## config.mk

```make
export PLATFORM = sky130hd
export DESIGN_NAME = uart_mmio_ctrl
export DESIGN_NICKNAME = d
export VERILOG_FILES = /design/src/rtl/uart_mmio_ctrl_pkg.sv /design/src/rtl/uart_mmio_ctrl_fifo.sv /design/src/rtl/uart_mmio_ctrl.sv
export SDC_FILE = /design/constraint.sdc
export NUM_CORES = 1
export LEC_CHECK = 0
export CELL_PAD_IN_SITES_DETAIL_PLACEMENT = 0
export CELL_PAD_IN_SITES_GLOBAL_PLACEMENT = 1
export CORE_MARGIN = 2
export CORE_UTILIZATION = 51
export CTS_BUF_LIST = sky130_fd_sc_hd__clkbuf_8
export DETAILED_ROUTE_END_ITERATION = 10
export MAX_ROUTING_LAYER = met4
export PLACE_DENSITY = 0.86
export SYNTH_ARGS = -nofsm -noshare
export SYNTH_HDL_FRONTEND = slang
export SYNTH_SLANG_ARGS = --single-unit
export TNS_END_PERCENT = 5
```

## constraint.sdc

```tcl
create_clock -name clk -period 3.3 [get_ports clk]
set_clock_uncertainty 0.15 [all_clocks]
set_input_delay 0.33 -clock clk [delete_from_list [all_inputs] [get_ports clk]]
set_output_delay 0.33 -clock clk [all_outputs]
set_load 0.005 [all_outputs]
```

## src/rtl/uart_mmio_ctrl_pkg.sv

```systemverilog
// Shared definitions for the UART MMIO controller: register offsets, STATUS
// and CTRL bit positions, and the TX sequencer state encoding.
package uart_mmio_pkg;

  localparam logic [1:0] REG_DATA   = 2'd0;
  localparam logic [1:0] REG_STATUS = 2'd1;
  localparam logic [1:0] REG_CTRL   = 2'd2;
  localparam logic [1:0] REG_RXCNT  = 2'd3;

  localparam int ST_TX_FULL     = 0;
  localparam int ST_TX_EMPTY    = 1;
  localparam int ST_RX_AVAIL    = 2;
  localparam int ST_RX_FULL     = 3;
  localparam int ST_TX_BUSY_ANY = 4;
  localparam int ST_RX_OVERRUN  = 5;
  localparam int ST_TX_OVERFLOW = 6;

  localparam int CTRL_RX_IRQ_EN       = 0;
  localparam int CTRL_TX_EMPTY_IRQ_EN = 1;

  typedef enum logic [1:0] {
    TX_IDLE      = 2'd0,
    TX_START     = 2'd1,
    TX_WAIT_BUSY = 2'd2,
    TX_WAIT_DONE = 2'd3
  } tx_state_t;

endpackage

```

## src/rtl/uart_mmio_ctrl_fifo.sv

```systemverilog
// sync_fifo: single-clock first-word-fall-through FIFO.
// Ports: clk, rst (async, active high), push/din write side, pop/dout read
// side (dout shows the head entry whenever not empty), full, empty, count.
// A push while full is accepted only when a pop happens in the same cycle.
module sync_fifo #(
  parameter int WIDTH = 8,
  parameter int DEPTH = 8,
  parameter int CNT_W = $clog2(DEPTH) + 1
) (
  input  logic             clk,
  input  logic             rst,
  input  logic             push,
  input  logic             pop,
  input  logic [WIDTH-1:0] din,
  output logic [WIDTH-1:0] dout,
  output logic             full,
  output logic             empty,
  output logic [CNT_W-1:0] count
);

  localparam int PTR_W = $clog2(DEPTH);

  logic [WIDTH-1:0] mem [DEPTH];
  logic [PTR_W-1:0] rd_ptr;
  logic [PTR_W-1:0] wr_ptr;
  logic             do_push;
  logic             do_pop;

  assign empty   = (count == '0);
  assign full    = (count == CNT_W'(DEPTH));
  assign do_pop  = pop & ~empty;
  assign do_push = push & (~full | do_pop);
  assign dout    = mem[rd_ptr];

  always_ff @(posedge clk) begin
    if (do_push) mem[wr_ptr] <= din;
  end

  // DEPTH is a power of two, so pointers wrap naturally.
  always_ff @(posedge clk or posedge rst) begin
    if (rst) begin
      rd_ptr <= '0;
      wr_ptr <= '0;
      count  <= '0;
    end else begin
      if (do_push) wr_ptr <= wr_ptr + PTR_W'(1);
      if (do_pop)  rd_ptr <= rd_ptr + PTR_W'(1);
      count <= count + CNT_W'(do_push) - CNT_W'(do_pop);
    end
  end

endmodule

```

## src/rtl/uart_mmio_ctrl.sv

```systemverilog
// uart_mmio_ctrl: MMIO front end for the uart_tx / uart_rx byte engines.
// Ports: clk, rst (async, active high); mmio_en/we/addr/wdata request and
// mmio_rdata/mmio_rvalid response (one cycle after a read); tx_data/tx_start
// to uart_tx with tx_busy back; rx_data/rx_data_ready from uart_rx; irq.
//
// TX sequencer states:
//   state        | meaning
//   TX_IDLE      | waiting for a queued byte and uart_tx idle; pops into tx_data
//   TX_START     | tx_start asserted for this single cycle
//   TX_WAIT_BUSY | waiting for uart_tx to report busy
//   TX_WAIT_DONE | waiting for uart_tx to finish the frame
module uart_mmio_ctrl
  import uart_mmio_pkg::*;
#(
  parameter int FIFO_DEPTH = 8,
  parameter int CNT_W      = $clog2(FIFO_DEPTH) + 1
) (
  input  logic        clk,
  input  logic        rst,
  input  logic        mmio_en,
  input  logic        mmio_we,
  input  logic [1:0]  mmio_addr,
  input  logic [15:0] mmio_wdata,
  output logic [15:0] mmio_rdata,
  output logic        mmio_rvalid,
  output logic [7:0]  tx_data,
  output logic        tx_start,
  input  logic        tx_busy,
  input  logic [7:0]  rx_data,
  input  logic        rx_data_ready,
  output logic        irq
);

  tx_state_t        state, state_nxt;
  logic [1:0]       ctrl;
  logic             rx_overrun, tx_overflow;
  logic [7:0]       tx_dout, rx_dout;
  logic             tx_full, tx_empty, rx_full, rx_empty;
  logic [CNT_W-1:0] tx_count, rx_count;
  logic             rd_req, wr_req;
  logic             tx_push, tx_pop, rx_push, rx_pop;
  logic             wr_data, wr_status, wr_ctrl;
  logic [6:0]       status;
  logic [15:0]      rd_mux;

  assign rd_req    = mmio_en & ~mmio_we;
  assign wr_req    = mmio_en & mmio_we;
  assign wr_data   = wr_req & (mmio_addr == REG_DATA);
  assign wr_status = wr_req & (mmio_addr == REG_STATUS);
  assign wr_ctrl   = wr_req & (mmio_addr == REG_CTRL);

  // A full TX FIFO drops the write even if the sequencer pops this cycle.
  assign tx_push = wr_data & ~tx_full;
  assign tx_pop  = (state == TX_IDLE) & ~tx_empty & ~tx_busy;
  assign rx_pop  = rd_req & (mmio_addr == REG_DATA) & ~rx_empty;
  assign rx_push = rx_data_ready & (~rx_full | rx_pop);

  sync_fifo #(.WIDTH(8), .DEPTH(FIFO_DEPTH), .CNT_W(CNT_W)) u_tx_fifo (
    .clk(clk), .rst(rst), .push(tx_push), .pop(tx_pop), .din(mmio_wdata[7:0]),
    .dout(tx_dout), .full(tx_full), .empty(tx_empty), .count(tx_count)
  );

  sync_fifo #(.WIDTH(8), .DEPTH(FIFO_DEPTH), .CNT_W(CNT_W)) u_rx_fifo (
    .clk(clk), .rst(rst), .push(rx_push), .pop(rx_pop), .din(rx_data),
    .dout(rx_dout), .full(rx_full), .empty(rx_empty), .count(rx_count)
  );

  assign status = {tx_overflow, rx_overrun, (state != TX_IDLE) | ~tx_empty,
                   rx_full, ~rx_empty, tx_empty, tx_full};

  always_comb begin
    rd_mux = '0;
    case (mmio_addr)
      REG_DATA:   if (!rx_empty) rd_mux[7:0] = rx_dout;
      REG_STATUS: rd_mux[6:0] = status;
      REG_CTRL:   rd_mux[1:0] = ctrl;
      default:    rd_mux[CNT_W-1:0] = rx_count;
    endcase
  end

  always_comb begin
    state_nxt = state;
    case (state)
      TX_IDLE:      if (tx_pop) state_nxt = TX_START;
      TX_START:     state_nxt = TX_WAIT_BUSY;
      TX_WAIT_BUSY: if (tx_busy) state_nxt = TX_WAIT_DONE;
      default:      if (!tx_busy) state_nxt = TX_IDLE;
    endcase
  end

  assign tx_start = (state == TX_START);

  always_ff @(posedge clk or posedge rst) begin
    if (rst) begin
      state       <= TX_IDLE;
      tx_data     <= '0;
      ctrl        <= '0;
      rx_overrun  <= 1'b0;
      tx_overflow <= 1'b0;
      mmio_rdata  <= '0;
      mmio_rvalid <= 1'b0;
      irq         <= 1'b0;
    end else begin
      state <= state_nxt;
      if (tx_pop) tx_data <= tx_dout;
      if (wr_ctrl) ctrl <= mmio_wdata[1:0];
      // Set has priority over a same-cycle write-one-to-clear.
      rx_overrun  <= (rx_data_ready & rx_full & ~rx_pop) |
                     (rx_overrun & ~(wr_status & mmio_wdata[ST_RX_OVERRUN]));
      tx_overflow <= (wr_data & tx_full) |
                     (tx_overflow & ~(wr_status & mmio_wdata[ST_TX_OVERFLOW]));
      mmio_rvalid <= rd_req;
      mmio_rdata  <= rd_req ? rd_mux : 16'h0000;
      irq <= (ctrl[CTRL_RX_IRQ_EN] & ~rx_empty) |
             (ctrl[CTRL_TX_EMPTY_IRQ_EN] & tx_empty & (state == TX_IDLE));
    end
  end

endmodule

```

==> metrics <==
drt total wl ~12 mm; H-tree Lvls 4; #FFs+latches synth 172; Die Y 122 um; register area ~4900 um2; Vias/cell between 5 and 6; largest net degree at the start of global routing 45; Detailed Routing Iterations Pass 1 4; setup TNS 0 ns; IO Pins between 50 and 60; Synth warnings 0; worst-case clock buffer depth 2; synthesized area per cell between 15 and 20 um2; vias 3586; CTS tree built; HPWL Detailed between 8 and 9 mm; Port Buffers 42; Die Area around 15000 um2; grt total ovfl 0; Final Hold Fails 0; slew of the pin with the lowest slew margin 0.988 ns; ys flop type edfxtp_1; Max Slew Vio Count 0; Worst-Skew Late Latency 0.45 ns; CTS root buf clkbuf_8; drt drc 0; Max Cap Viol 0; initial antenna violation count 0; Hold Crit Class input pin to async pin; Area contributors post-synth edfxtp_1 54%, dfrtp_1 15%, mux4_2 10%, ha_1 3.3%, mux2i_1 2.4%; area of the multi-input gates 1960 um2; RSZ-0062 raised after global routing false; num rows 43; CP Max Fanout 4; Setup Viol. Count Final 0; Non-Filler Instances ~670; Pleak 3.01 nW; Antenna diodes 0; Detail Route Antenna Nets 0; clk slew on worst S/H paths approximately 0.08 ns; Cell variety after synth 43; first-pass GRT wire length 19.8 mm; most common cell in the netlist edfxtp_1; Placed Cells around 640; Synth Cell Area 7110 um2; nets@finish approximately 530; Synth top cells by count 128 x edfxtp_1, 44 x dfrtp_1, 32 x mux4_2; max_slew headroom 34.1%; CP arrival between 3 and 4 ns; final period utilization 86.6%; Synth Instances around 410; Avg WL per Cell roughly 19 um; total core area between 10000 and 15000 um2; initial drt markers between 200 and 300; CP required approximately 3.5 ns; worst setup path class register to register; DIE WIDTH about 120 um; maximum vdd drop about 430 uV; fillers between 1000 and 1500; Starting Density approximately 52%; GRT Total Usage 19.1%; sequential fraction of the synthesis area a little over two thirds; maximum clock rate 350 MHz; PwrDens between 700 and 800 nW/um2; CTS Buf Count 17; CP endpoint kind register; Post-CTS Repair Setup Buffers 0; area leader, netlist edfxtp_1; Critical Path Start Type register; share of layout cells above drive strength 1 19.7%; Post-CTS Hold Fix Bufs 0; Async S/R FF share, synth 25.6%; EDFF count, synth roughly 130; minimum clock period between 2 and 3 ns; Area growth, synth to finish 15.0%; vias in the first global route 3782; Resize count post-CTS 0; status finished, final reports clean; gp weighted congestion about 0.8; CTS sink cnt between 150 and 200; post-synth top area share 54.1%
## cell type report
type	instances	share of cell area [%]
multi-input cells	202	24.0
well taps	180	2.76
repair buffers	65	7.26
clock buffers	20	3.37
inverters	22	1.07
flip-flops and latches	172	60.5
clock inverters	12	1.06
## critical path, cell delays in order (launching register included)
cell,delay (ns)
dfrtp_1,0.36
inv_1,0.08
ha_1,0.23
nor3b_1,0.16
or3_1,0.37
or2_1,0.27
clkinv_4,0.09
ha_1,0.22
inv_1,0.06
ha_1,0.16
inv_1,0.07
fa_1,0.39
xnor2_1,0.13
## worst paths after layout
kind                                    start                  to  cells after the start  slack, ns
max                        u_rx_fifo.count[2]  u_rx_fifo.count[2]                     12       0.44
min                                       rst          tx_data[1]                      2       0.28
max reg2reg                u_rx_fifo.count[2]  u_rx_fifo.count[2]                     12       0.44
min reg2reg                        rx_overrun          rx_overrun                      1       0.36
max in group asynchronous                 rst       mmio_rdata[7]                      2       2.10
min in group clk                   rx_overrun          rx_overrun                      1       0.36
## through the flow
step / setup slack, ns / util [%] / instance area, um2 / hold WS, ns / power [mW]
floorplan: 0.594 / - / 7130 / 0.279 / 4.32
global placement: 0.376 / 56.9 / 7810 / 0.330 / 4.82
detailed placement: 0.277 / 56.9 / 7810 / 0.340 / 4.92
CTS: 0.436 / 59.6 / 8170 / 0.292 / 6.25
global route: 0.263 / 59.6 / 8170 / 0.349 / 6.55
finish: 0.442 / 59.6 / 8170 / 0.280 / 6.16
## layer usage
layer | part of all wire, % | wire [um] | vias up | GRT usage [%]
li1 | - | - | 1675 | -
met3 | 3.6 | 450 | 6 | 5.52
met2 | 54 | 6780 | 59 | 32.6
met5 | 0 | 0 | - | -
met1 | 41 | 5130 | 1846 | 22.0
met4 | 0.80 | 100 | 0 | 5.68
## state kept, by name (all words and copies together), names as in the netlist, 4 cells and up
signal / flops
u_rx_fifo.mem: 64
u_tx_fifo.mem: 64
mmio_rdata: 8
tx_data: 8
u_rx_fifo.count: 4
u_tx_fifo.count: 4
## cells by family (layout without fill, tap and decap cells)
kind of cell             Yosys count  count (layout)  synth area share (%)
multiplexers                      55              55                  13.5
adder cells (fa/ha/maj)           21              21                  3.91
AND/OR/NAND/NOR                   72              72                  5.19
flip-flops                       172             172                  69.6
other                              1               8                0.0528
AO/OA/AOI/OAI                     34              34                  2.89
buffers and inverters             45             119                  3.24
XOR/XNOR                          12              12                  1.58
## power by group
| part | switching, mW | total [mW] | leakage, nW | internal (mW) |
|---|---|---|---|---|
| Sequential | 0.419 | 3.10 | 1.69 | 2.68 |
| Clock | 0.692 | 1.33 | 0.197 | 0.638 |
| Combinational | 0.729 | 1.73 | 1.13 | 1.00 |
## layout by cell type (no fill, tap or decap), types with 2 or more instances in the layout
cell,netlist,routed
edfxtp_1,128,128
dfrtp_1,44,44
clkdlybuf4s50_1,0,42
mux4_2,32,32
inv_1,21,25
buf_4,11,23
clkbuf_8,0,20
ha_1,19,19
mux2i_1,17,17
nor2_1,17,17
nand2_1,17,17
a21oi_1,13,13
o21ai_0,10,10
nor3_1,9,9
conb_1,1,8
xnor2_1,6,6
mux2_2,5,5
xor2_1,5,5
nand3_1,5,5
nor3b_1,5,4
o22ai_1,4,4
nand2b_1,4,4
nor2b_1,3,3
clkinvlp_4,0,3
clkinv_2,0,3
or3_1,2,2
nand2_2,2,2
nand3b_1,2,2
a21o_1,2,2
a22oi_1,2,2
nor4_1,2,2
fa_1,2,2
Power figures use the tool's default switching activity.
